--- config.mk ---
export PLATFORM = sky130hd
export DESIGN_NAME = retrosoc_rst_seq
export DESIGN_NICKNAME = d
export VERILOG_FILES = /design/src/rtl/retrosoc_rst_pkg.sv /design/src/rtl/retrosoc_rst_debounce.sv /design/src/rtl/retrosoc_rst_seq.sv
export SDC_FILE = /design/constraint.sdc
export NUM_CORES = 1
export LEC_CHECK = 0
export ABC_CLOCK_PERIOD_IN_PS = 1600
export CORE_AREA = 2 2 70 86
export DETAILED_ROUTE_END_ITERATION = 16
export DIE_AREA = 0 0 72 88
export DONT_BUFFER_PORTS = 1
export PLACE_DENSITY = 0.39
export SETUP_SLACK_MARGIN = 0.15
export SLEW_MARGIN = 20
export SYNTH_ARGS = -nofsm -noshare
export SYNTH_HDL_FRONTEND = slang
export SYNTH_HIERARCHICAL = 1
export SYNTH_SLANG_ARGS = --single-unit
--- constraint.sdc ---
create_clock -name clk_i -period 1.6 [get_ports clk_i]
set_input_delay 0.32 -clock clk_i [delete_from_list [all_inputs] [get_ports clk_i]]
set_output_delay 0.32 -clock clk_i [all_outputs]
set_load 0.02 [all_outputs]
--- src/rtl/retrosoc_rst_pkg.sv ---
// retrosoc_rst_pkg: shared state encoding, reset cause codes and counter sizing helper
package retrosoc_rst_pkg;
  typedef enum logic [1:0] {ST_ASSERT, ST_WAIT_LOCK, ST_RELEASE, ST_RUN} state_t;
  localparam logic [1:0] RST_CAUSE_POR  = 2'b00;
  localparam logic [1:0] RST_CAUSE_BTN  = 2'b01;
  localparam logic [1:0] RST_CAUSE_LOCK = 2'b10;
  localparam logic [1:0] RST_CAUSE_SW   = 2'b11;
  // width able to hold 0..n-1, never narrower than one bit
  function automatic int cnt_w(input int n);
    return (n > 1) ? $clog2(n) : 1;
  endfunction
endpackage

--- src/rtl/retrosoc_rst_debounce.sv ---
// retrosoc_rst_debounce: 2-FF synchroniser and low-sample counter for the board reset button
module retrosoc_rst_debounce
  import retrosoc_rst_pkg::*;
#(
  parameter int DEB_CYCLES = 16
) (
  input  logic clk_i,
  input  logic rst_i,
  input  logic btn_rst_n_i,
  output logic btn_evt_o
);
  localparam int DW = cnt_w(DEB_CYCLES);
  localparam logic [DW-1:0] D_MAX = DW'(DEB_CYCLES - 1);
  logic [1:0] r_sync;
  logic [DW-1:0] r_cnt;
  always_ff @(posedge clk_i) begin
    if (rst_i) begin
      r_sync <= 2'b11;
      r_cnt <= '0;
    end else begin
      r_sync <= {r_sync[0], btn_rst_n_i};
      r_cnt <= r_sync[1] ? '0 : (r_cnt == D_MAX) ? r_cnt : r_cnt + 1'b1;
    end
  end
  // the current low sample counts toward the threshold, so the press is seen one cycle earlier
  assign btn_evt_o = ~r_sync[1] & (r_cnt == D_MAX);
endmodule

--- src/rtl/retrosoc_rst_seq.sv ---
// retrosoc_rst_seq: board reset sequencer with staggered domain release and sticky reset cause
module retrosoc_rst_seq
  import retrosoc_rst_pkg::*;
#(
  parameter int NUM_RST     = 4,
  parameter int HOLD_CYCLES = 16,
  parameter int LOCK_CYCLES = 8,
  parameter int STAGE_GAP   = 8,
  parameter int DEB_CYCLES  = 16
) (
  input  logic               clk_i,
  input  logic               rst_i,
  input  logic               btn_rst_n_i,
  input  logic               pll_lock_i,
  input  logic               sw_rst_i,
  output logic [NUM_RST-1:0] rst_n_o,
  output logic               sys_ready_o,
  output logic [1:0]         rst_cause_o
);
  localparam int S_MAX = (NUM_RST - 1) * STAGE_GAP;
  localparam int HW = cnt_w(HOLD_CYCLES);
  localparam int LW = cnt_w(LOCK_CYCLES);
  localparam int SW = cnt_w(S_MAX + 1);
  localparam logic [HW-1:0] H_MAX = HW'(HOLD_CYCLES - 1);
  localparam logic [LW-1:0] L_MAX = LW'(LOCK_CYCLES - 1);
  localparam logic [SW-1:0] S_TOP = SW'(S_MAX);
  state_t r_state, w_state_nx;
  logic [HW-1:0] r_hold, w_hold_nx;
  logic [LW-1:0] r_lock, w_lock_nx;
  logic [SW-1:0] r_stage, w_stage_nx;
  logic [NUM_RST-1:0] r_rst_n, w_rst_n_nx;
  logic r_ready, w_ready_nx;
  logic [1:0] r_cause, w_cause_nx;
  logic w_btn_evt, w_src, w_lock_loss, w_evt;
  retrosoc_rst_debounce #(.DEB_CYCLES(DEB_CYCLES)) u_deb (
    .clk_i(clk_i),
    .rst_i(rst_i),
    .btn_rst_n_i(btn_rst_n_i),
    .btn_evt_o(w_btn_evt)
  );
  assign w_src = w_btn_evt | sw_rst_i;
  assign w_lock_loss = ~pll_lock_i & (r_state == ST_RELEASE || r_state == ST_RUN);
  assign w_evt = w_src | w_lock_loss;
  always_comb begin
    w_state_nx = r_state;
    w_hold_nx = '0;
    w_lock_nx = '0;
    w_stage_nx = '0;
    w_rst_n_nx = r_rst_n;
    w_ready_nx = r_ready;
    w_cause_nx = r_cause;
    if (r_state == ST_ASSERT) begin
      w_hold_nx = w_src ? '0 : r_hold + 1'b1;
      if (!w_src && r_hold == H_MAX) begin
        w_state_nx = ST_WAIT_LOCK;
        w_hold_nx = '0;
      end
    end else if (w_evt) begin
      w_state_nx = ST_ASSERT;
      w_rst_n_nx = '0;
      w_ready_nx = 1'b0;
      w_cause_nx = w_btn_evt ? RST_CAUSE_BTN : w_lock_loss ? RST_CAUSE_LOCK : RST_CAUSE_SW;
    end else if (r_state == ST_WAIT_LOCK) begin
      w_lock_nx = pll_lock_i ? r_lock + 1'b1 : '0;
      if (pll_lock_i && r_lock == L_MAX) begin
        w_state_nx = ST_RELEASE;
        w_lock_nx = '0;
        w_rst_n_nx[0] = 1'b1;
      end
    end else if (r_state == ST_RELEASE) begin
      if (r_stage == S_TOP) begin
        w_state_nx = ST_RUN;
        w_ready_nx = 1'b1;
        w_stage_nx = r_stage;
      end else begin
        w_stage_nx = r_stage + 1'b1;
        for (int k = 1; k < NUM_RST; k++)
          if (w_stage_nx == SW'(k * STAGE_GAP)) w_rst_n_nx[k] = 1'b1;
      end
    end else begin
      w_stage_nx = r_stage;
    end
  end
  always_ff @(posedge clk_i) begin
    if (rst_i) begin
      r_state <= ST_ASSERT;
      r_hold <= '0;
      r_lock <= '0;
      r_stage <= '0;
      r_rst_n <= '0;
      r_ready <= 1'b0;
      r_cause <= RST_CAUSE_POR;
    end else begin
      r_state <= w_state_nx;
      r_hold <= w_hold_nx;
      r_lock <= w_lock_nx;
      r_stage <= w_stage_nx;
      r_rst_n <= w_rst_n_nx;
      r_ready <= w_ready_nx;
      r_cause <= w_cause_nx;
    end
  end
  assign rst_n_o = r_rst_n;
  assign sys_ready_o = r_ready;
  assign rst_cause_o = r_cause;
endmodule

# --- Yosys cells after proc, flatten, opt, wreduce, memory -nomap -nowiden ---
# Index checks and enable logic that the tools add are counted.
# Widths: inputs -> output; s select.
totals:
  in_bits: 5
  ff_bits: 27
op_classes:
  bitwise_logic: 9
  n_reduce_logical: 26
  eq_ne: 14
  n_mux: 22
  n_addsub: 4
op_table:
  columns: ["op", "n"]
  rows:
  - ["$mux 2", 8]
  - ["$eq 5x5->1 const B", 3]
  - ["$reduce_and 5->1", 3]
  - ["$reduce_bool 2->1", 7]
  - ["$mux 1", 10]
  - ["$mux 3", 3]
  - ["$add 4x1->4 const B", 2]
  - ["$eq 4x4->1 const B", 2]
  - ["$reduce_and 4->1", 2]
  - ["$reduce_bool 4->1", 2]
  - ["$reduce_or 4->1", 2]
  - ["$reduce_or 6->1", 1]
  - ["$add 5x1->5 const B", 1]
  - ["$eq 5x4->1 const B", 1]
  - ["$not 1->1", 5]
  - ["$eq 2x2->1 const B", 2]
  - ["$mux 4", 1]
  - ["$ne 2x2->1 const B", 2]
  - ["$ne 4x3->1 const B", 1]
  - ["$reduce_and 2->1", 2]
  - ["$add 3x1->3 const B", 1]
  - ["$eq 3x3->1 const B", 1]
  - ["$reduce_and 3->1", 1]
  - ["$and 1x1->1", 2]
  - ["8 further kinds", 10]

# --- Depth between registers and ports, before layout ---
logic_depth:
  word_depth: 7
  ltp_mapped: 7
  ltp_nobuf: 7

# --- Modules after synthesis ---
# The synthesis kept the hierarchy.
modules_own_cells:
  columns: ["module", "area_each_um2", "cells_each", "n_inst", "seq_area_each_um2"]
  rows:
  - ["retrosoc_rst_seq", 1081.0, 115, 1, 420.4]
  - ["retrosoc_rst_debounce", 257.7, 24, 1, 120.1]

# --- Least setup slack after synthesis ---
# Ideal clock, no wire load.
synth_path:
  kind: "reg2reg"
  startpoint: "reg u_deb.r_cnt[0]"
  endpoint: "reg r_rst_n[1] (netlist: rst_n_o[1])"
  path_buffers: 0
  period_less_slack_ns: 1.591
  required_time_ns: 1.483
  arrival_ns: 1.474
  path_slack_ns: 0.009
  stages_incl_launch_ff: 8
  cell_sequence: "dfxtp_1 -> ha_1 -> nand3_1 -> nor2_1 -> nor2_4 -> a21oi_1 -> or2_1 -> nor2_1"
synth_between:
  elab_chain_cells: 6
  elab_cells_between_ends: 10
synth_lines:
  columns: ["element", "line", "rtl"]
  rows:
  - ["start: declaration", "retrosoc_rst_debounce.sv:15", "logic [DW-1:0] r_cnt;"]
  - ["start signal: assignment", "retrosoc_rst_debounce.sv:22", "r_cnt <= r_sync[1] ? '0 : (r_cnt == D_MAX) ? r_cnt : r_cnt + 1'b1;"]
  - ["$eq 4x4->1 (*)", "retrosoc_rst_debounce.sv:26", "assign btn_evt_o = ~r_sync[1] & (r_cnt == D_MAX);"]
  - ["$and 1x1->1 (*)", "retrosoc_rst_debounce.sv:26", null]
  - ["via w_btn_evt", "retrosoc_rst_seq.sv:34", "logic w_btn_evt, w_src, w_lock_loss, w_evt;"]
  - ["$or 1x1->1 (*)", "retrosoc_rst_seq.sv:41", "assign w_src = w_btn_evt | sw_rst_i;"]
  - ["$or 1x1->1 (*)", "retrosoc_rst_seq.sv:43", "assign w_evt = w_src | w_lock_loss;"]
  - ["$ne 2x2->1 (no source line) or $reduce_bool 2->1 (tied branches)", null, null]
  - ["$reduce_and 5->1 (no source line)", null, null]
  - ["end signal: assignment", "retrosoc_rst_seq.sv:98", "r_rst_n <= w_rst_n_nx;"]
  - ["end: declaration", "retrosoc_rst_seq.sv:31", "logic [NUM_RST-1:0] r_rst_n, w_rst_n_nx;"]
# The timed path passes the listed nets; every way through them passes the cells marked *.
# A chain may end at the register's enable or synchronous reset.

# --- Worst setup path after layout ---
layout_path:
  startpoint: "reg u_deb.r_cnt[1]"
  endpoint: "reg r_stage[1]"
layout_between:
  elab_chain_cells: 5
layout_lines:
  columns: ["element", "line", "rtl"]
  rows:
  - ["$eq 4x4->1", "retrosoc_rst_debounce.sv:26", null]
  - ["$and 1x1->1", "retrosoc_rst_debounce.sv:26", null]
  - ["via w_btn_evt", "retrosoc_rst_seq.sv:34", null]
  - ["$or 1x1->1", "retrosoc_rst_seq.sv:41", null]
  - ["$or 1x1->1", "retrosoc_rst_seq.sv:43", null]
  - ["$reduce_or 4->1 (no source line)", null, null]
  - ["end signal: assignment", "retrosoc_rst_seq.sv:97", "r_stage <= w_stage_nx;"]
  - ["end: declaration", "retrosoc_rst_seq.sv:30", "logic [SW-1:0] r_stage, w_stage_nx;"]
# The timed path passes the listed nets, and every way through them passes these cells.

==> summary.md <==
| Metric | Value |
|---|---|
| Outcome | `completed` |
| Width of the chip | `72 um` |
| Slowest-stage cell, CP | `sky130_fd_sc_hd__or3_4` |
| R2R setup slack | `0.09 ns` |
| HPWL after detailed placement | `about 2.1 mm` |
| Final count of hold timing violations | `0` |
| Latest clock arrival within the worst-skew pair | `0.28 ns` |
| Crit Reg-Reg Startpoint | `u_deb/r_cnt[1]` |
| Final weighted congestion in routability-driven placement | `0.730` |
| Total CTS buffers | `3` |
| Worst min-delay path category | `primary input to flip-flop` |
| Sort of element at the start of the critical path | `flip-flop` |
| Post-synthesis async set-or-reset flop share | `0%` |
| Inserted Diodes | `0` |
| Worst Skew | `about 0.0065 ns` |
| Synthesized-area fraction occupied by and/or/nand/nor cells | `26.4%` |
| Rel. slew slack | `80.6%` |
| Leading cell types by count after synthesis | `sky130_fd_sc_hd__dfxtp_1, sky130_fd_sc_hd__nor2_1, sky130_fd_sc_hd__ha_1` |
| Min-Delay Startpoint | `rst_i` |
| Final setup violating endpoints | `0` |
| Post-synth net total | `roughly 160` |
| Unrepaired setup endpoints after global routing | `true` |
| Worst Hold Endpoint | `r_state[1]` |
| Hold-critical path depth | `1` |
| Area fraction in compound gates after synthesis | `13.8%` |
| Library cell with the largest summed area after synthesis | `sky130_fd_sc_hd__dfxtp_1` |
| Count of pins on the block boundary | `12` |
| Path type of the worst setup path | `flip-flop to flip-flop` |
| Crit-path max FO | `5` |
| Library cells used by synthesis | `43` |
| CTS H-tree depth | `1` |
| Worst reg2reg endpoint | `r_stage[1]` |
| Pwr/cell area | `596 nW/um^2` |
| Count leader, synth | `sky130_fd_sc_hd__dfxtp_1` |
| Clock Sinks | `27` |
| Final period util | `94.3%` |
| Max-cap violations | `0` |
| Seq cells post-synth | `27` |
| Via count of the first global-routing pass | `approximately 1100` |
| Hold buffer count at CTS | `0` |
| Total of fill cells in the finished design | `573` |
| Yosys Warn Count | `6` |
| Main combinational cell family by area after synthesis | `simple AND/OR/NAND/NOR gates` |
| Depth of the worst register-to-register path | `7` |
| Most numerous cell on the critical path | `sky130_fd_sc_hd__nor2_4` |
| Final wirelength | `3.13 mm` |
| Mux share of post-synthesis cell area | `less than 1%` |
| Drt wl/cell | `13.5 um` |
| Overall global routing resource usage | `9.54%` |
| Clock root buffer master | `sky130_fd_sc_hd__clkbuf_8` |
| Number of antenna violations at the first check in global routing | `0` |
| Leading register cell type out of synthesis | `sky130_fd_sc_hd__dfxtp_1` |
| Post-synth EDFFs | `0` |
| Via/cell ratio | `~4.6` |
| Clock edge transition at the registers on the reported setup and hold paths | `about 0.1 ns` |
| Die outline height | `88 um` |
| Total congestion overflow | `0` |
| Sequential cell area fraction in the yosys report | `40.4%` |
| Fraction of the mapped netlist area in adder cells | `around a tenth` |
| Final TNS setup | `0 ns` |
| Maximum VDD drop | `around 300 uV` |
| Top cells by area, synth | `sky130_fd_sc_hd__dfxtp_1, sky130_fd_sc_hd__ha_1, sky130_fd_sc_hd__nor2_1, sky130_fd_sc_hd__xor2_1, sky130_fd_sc_hd__nand3_1` |
| Area of the die | `6340 um^2` |
| Area share of the leading cell type in the synthesized netlist | `roughly two fifths` |
| Data required time of the worst path | `1.81 ns` |
| Crit. End Element | `flip-flop` |
| Initial Util | `about 24%` |
| Final net count | `185` |
| Ordered list of cells on the worst path | `ha_4, nand3_4, nor2_4, nor2_4, nand3b_4, or3_4, a21oi_2` |
| Syn Inst Count | `~140` |
| Synth-to-Final Area Change | `43.4%` |
| Fraction of final layout cells with drive strength greater than 1 | `51.8%` |
| Number of search-and-repair iterations in the first detailed-routing pass | `4` |
| Leakage power summed over all cells | `0.000683 uW` |
| Routed via count | `1077` |
| Synthesized cell area | `roughly 1300 um^2` |
| Total number of placement rows | `30` |
| First-pass GRT wire length | `4.75 mm` |
| Residual DRC | `0` |
| Count of pins over their slew limit | `0` |
| Total of buffers placed on input and output ports | `0` |
| Largest stage delay on the critical path | `0.39 ns` |
| Count of routing violations after the opening detailed-route iteration | `27` |
| Least-Margin Pin Slew | `about 0.29 ns` |
| Tmin final | `1.51 ns` |
| Total power consumption of the routed design | `between 1000 and 1500 uW` |
| Number of buffers between clock root and the deepest sink | `2` |
| Maximum number of pins on one net before global-route repair | `17` |
| Endpoint arrival time on the critical path | `1.72 ns` |
| Mean instance size in the synthesized netlist | `just under 10 um^2` |
| Hold slack final | `between 0.09 and 0.1 ns` |
| CTS tree | `built` |
| Count of nets left with antenna violations after detail routing | `0` |
| Xor and xnor fraction of the mapped netlist area | `5.23%` |
| Fmax | `663 MHz` |
| Std-Cell Core Area | `5520 um^2` |
where the power goes:
| part | switching, uW | internal [uW] |
|---|---|---|
| Clock | 222 | 175 |
| Combinational | 28.3 | 34.4 |
| Sequential | 6.99 | 676 |
| Total | 258 | 886 |
placed cells by master (no fill, tap or decap), drive strengths merged, types with 4 or more instances in the layout:
master	synthesis	layout
buf	0	28
dfxtp	27	27
nor2	20	20
ha	11	11
nand3	8	8
inv	7	7
xor2	5	5
nand2	4	4
a21oi	4	4
nor3b	4	4
worst max-delay path by stage:
stage                   startpoint          to  slack [ns]
finish              u_deb/r_cnt[1]  r_stage[1]        0.09
global route        u_deb/r_cnt[0]  r_stage[1]        0.04
CTS                 u_deb/r_cnt[1]  r_stage[1]        0.04
detailed placement      r_state[0]  r_state[0]       0.005
global placement        r_state[1]   r_lock[0]        0.08
floorplan           u_deb/r_cnt[0]  r_stage[3]        0.15
registers in the layout, indices dropped and copies added (netlist names):
| register | count |
|---|---|
| r_lock | 3 |
| r_stage | 5 |
| sys_ready_o | 1 |
| u_deb/r_sync | 2 |
| rst_n_o | 4 |
| rst_cause_o | 2 |
| r_hold | 4 |
| u_deb/r_cnt | 4 |
| r_state | 2 |
area by class of cell:
| class | count | area [um^2] | share of cell area, % |
|---|---|---|---|
| flip-flops and latches | 27 | 554 | 28.9 |
| inverters | 7 | 28.8 | 1.50 |
| well taps | 64 | 80.1 | 4.17 |
| repair buffers | 28 | 218 | 11.3 |
| clock inverters | 1 | 5.00 | 0.261 |
| multi-input cells | 102 | 992 | 51.7 |
| clock buffers | 3 | 41.3 | 2.15 |
timing repair:
action,4_1_cts,5_1_grt
resized for setup,13,38
setup buffers,6,9
endpoints found under the setup margin,16,20
pin swaps,7,16
worst max-delay path, delay by kind of cell, from the launching register on:
kind / cells / cell delay (ns)
adders and majority gates: 1 / 0.17
and+or+nand+nor: 5 / 0.81
DFF: 1 / 0.35
AOI/OAI and AO/OA: 1 / 0.11
metal layers:
metal | routed length (um) | share of wire, % | GRT usage, % | up-vias
met3 | 94 | 3.0 | 2.19 | 5
met2 | 1660 | 53 | 17.7 | 14
li1 | - | - | - | 557
met4 | 47 | 1.5 | 3.60 | 0
met5 | 0 | 0 | 0 | -
met1 | 1330 | 42 | 10.5 | 501
kinds of logic (layout without fill, tap and decap cells):
logic type / count (synthesis) / in the layout
AO/OA/AOI/OAI: 22 / 22
XOR/XNOR: 8 / 8
adder cells (fa/ha/maj): 11 / 11
buffers and inverters: 10 / 39
flip-flops: 27 / 27
multiplexers: 1 / 1
AND/OR/NAND/NOR: 60 / 60
per-stage QoR:
step / instance area, um^2 / setup WS [ns] / cells / util (%)
2_1_floorplan: 1360 / 0.150 / 139 / -
3_3_place_gp: 1520 / 0.0778 / 213 / 27.6
3_5_place_dp: 1520 / 0.00487 / 213 / 27.6
4_1_cts: 1670 / 0.0435 / 223 / 30.2
5_1_grt: 1920 / 0.0406 / 232 / 34.8
6_report: 1920 / 0.0906 / 232 / 34.8
(Power assumes the default switching activity.)
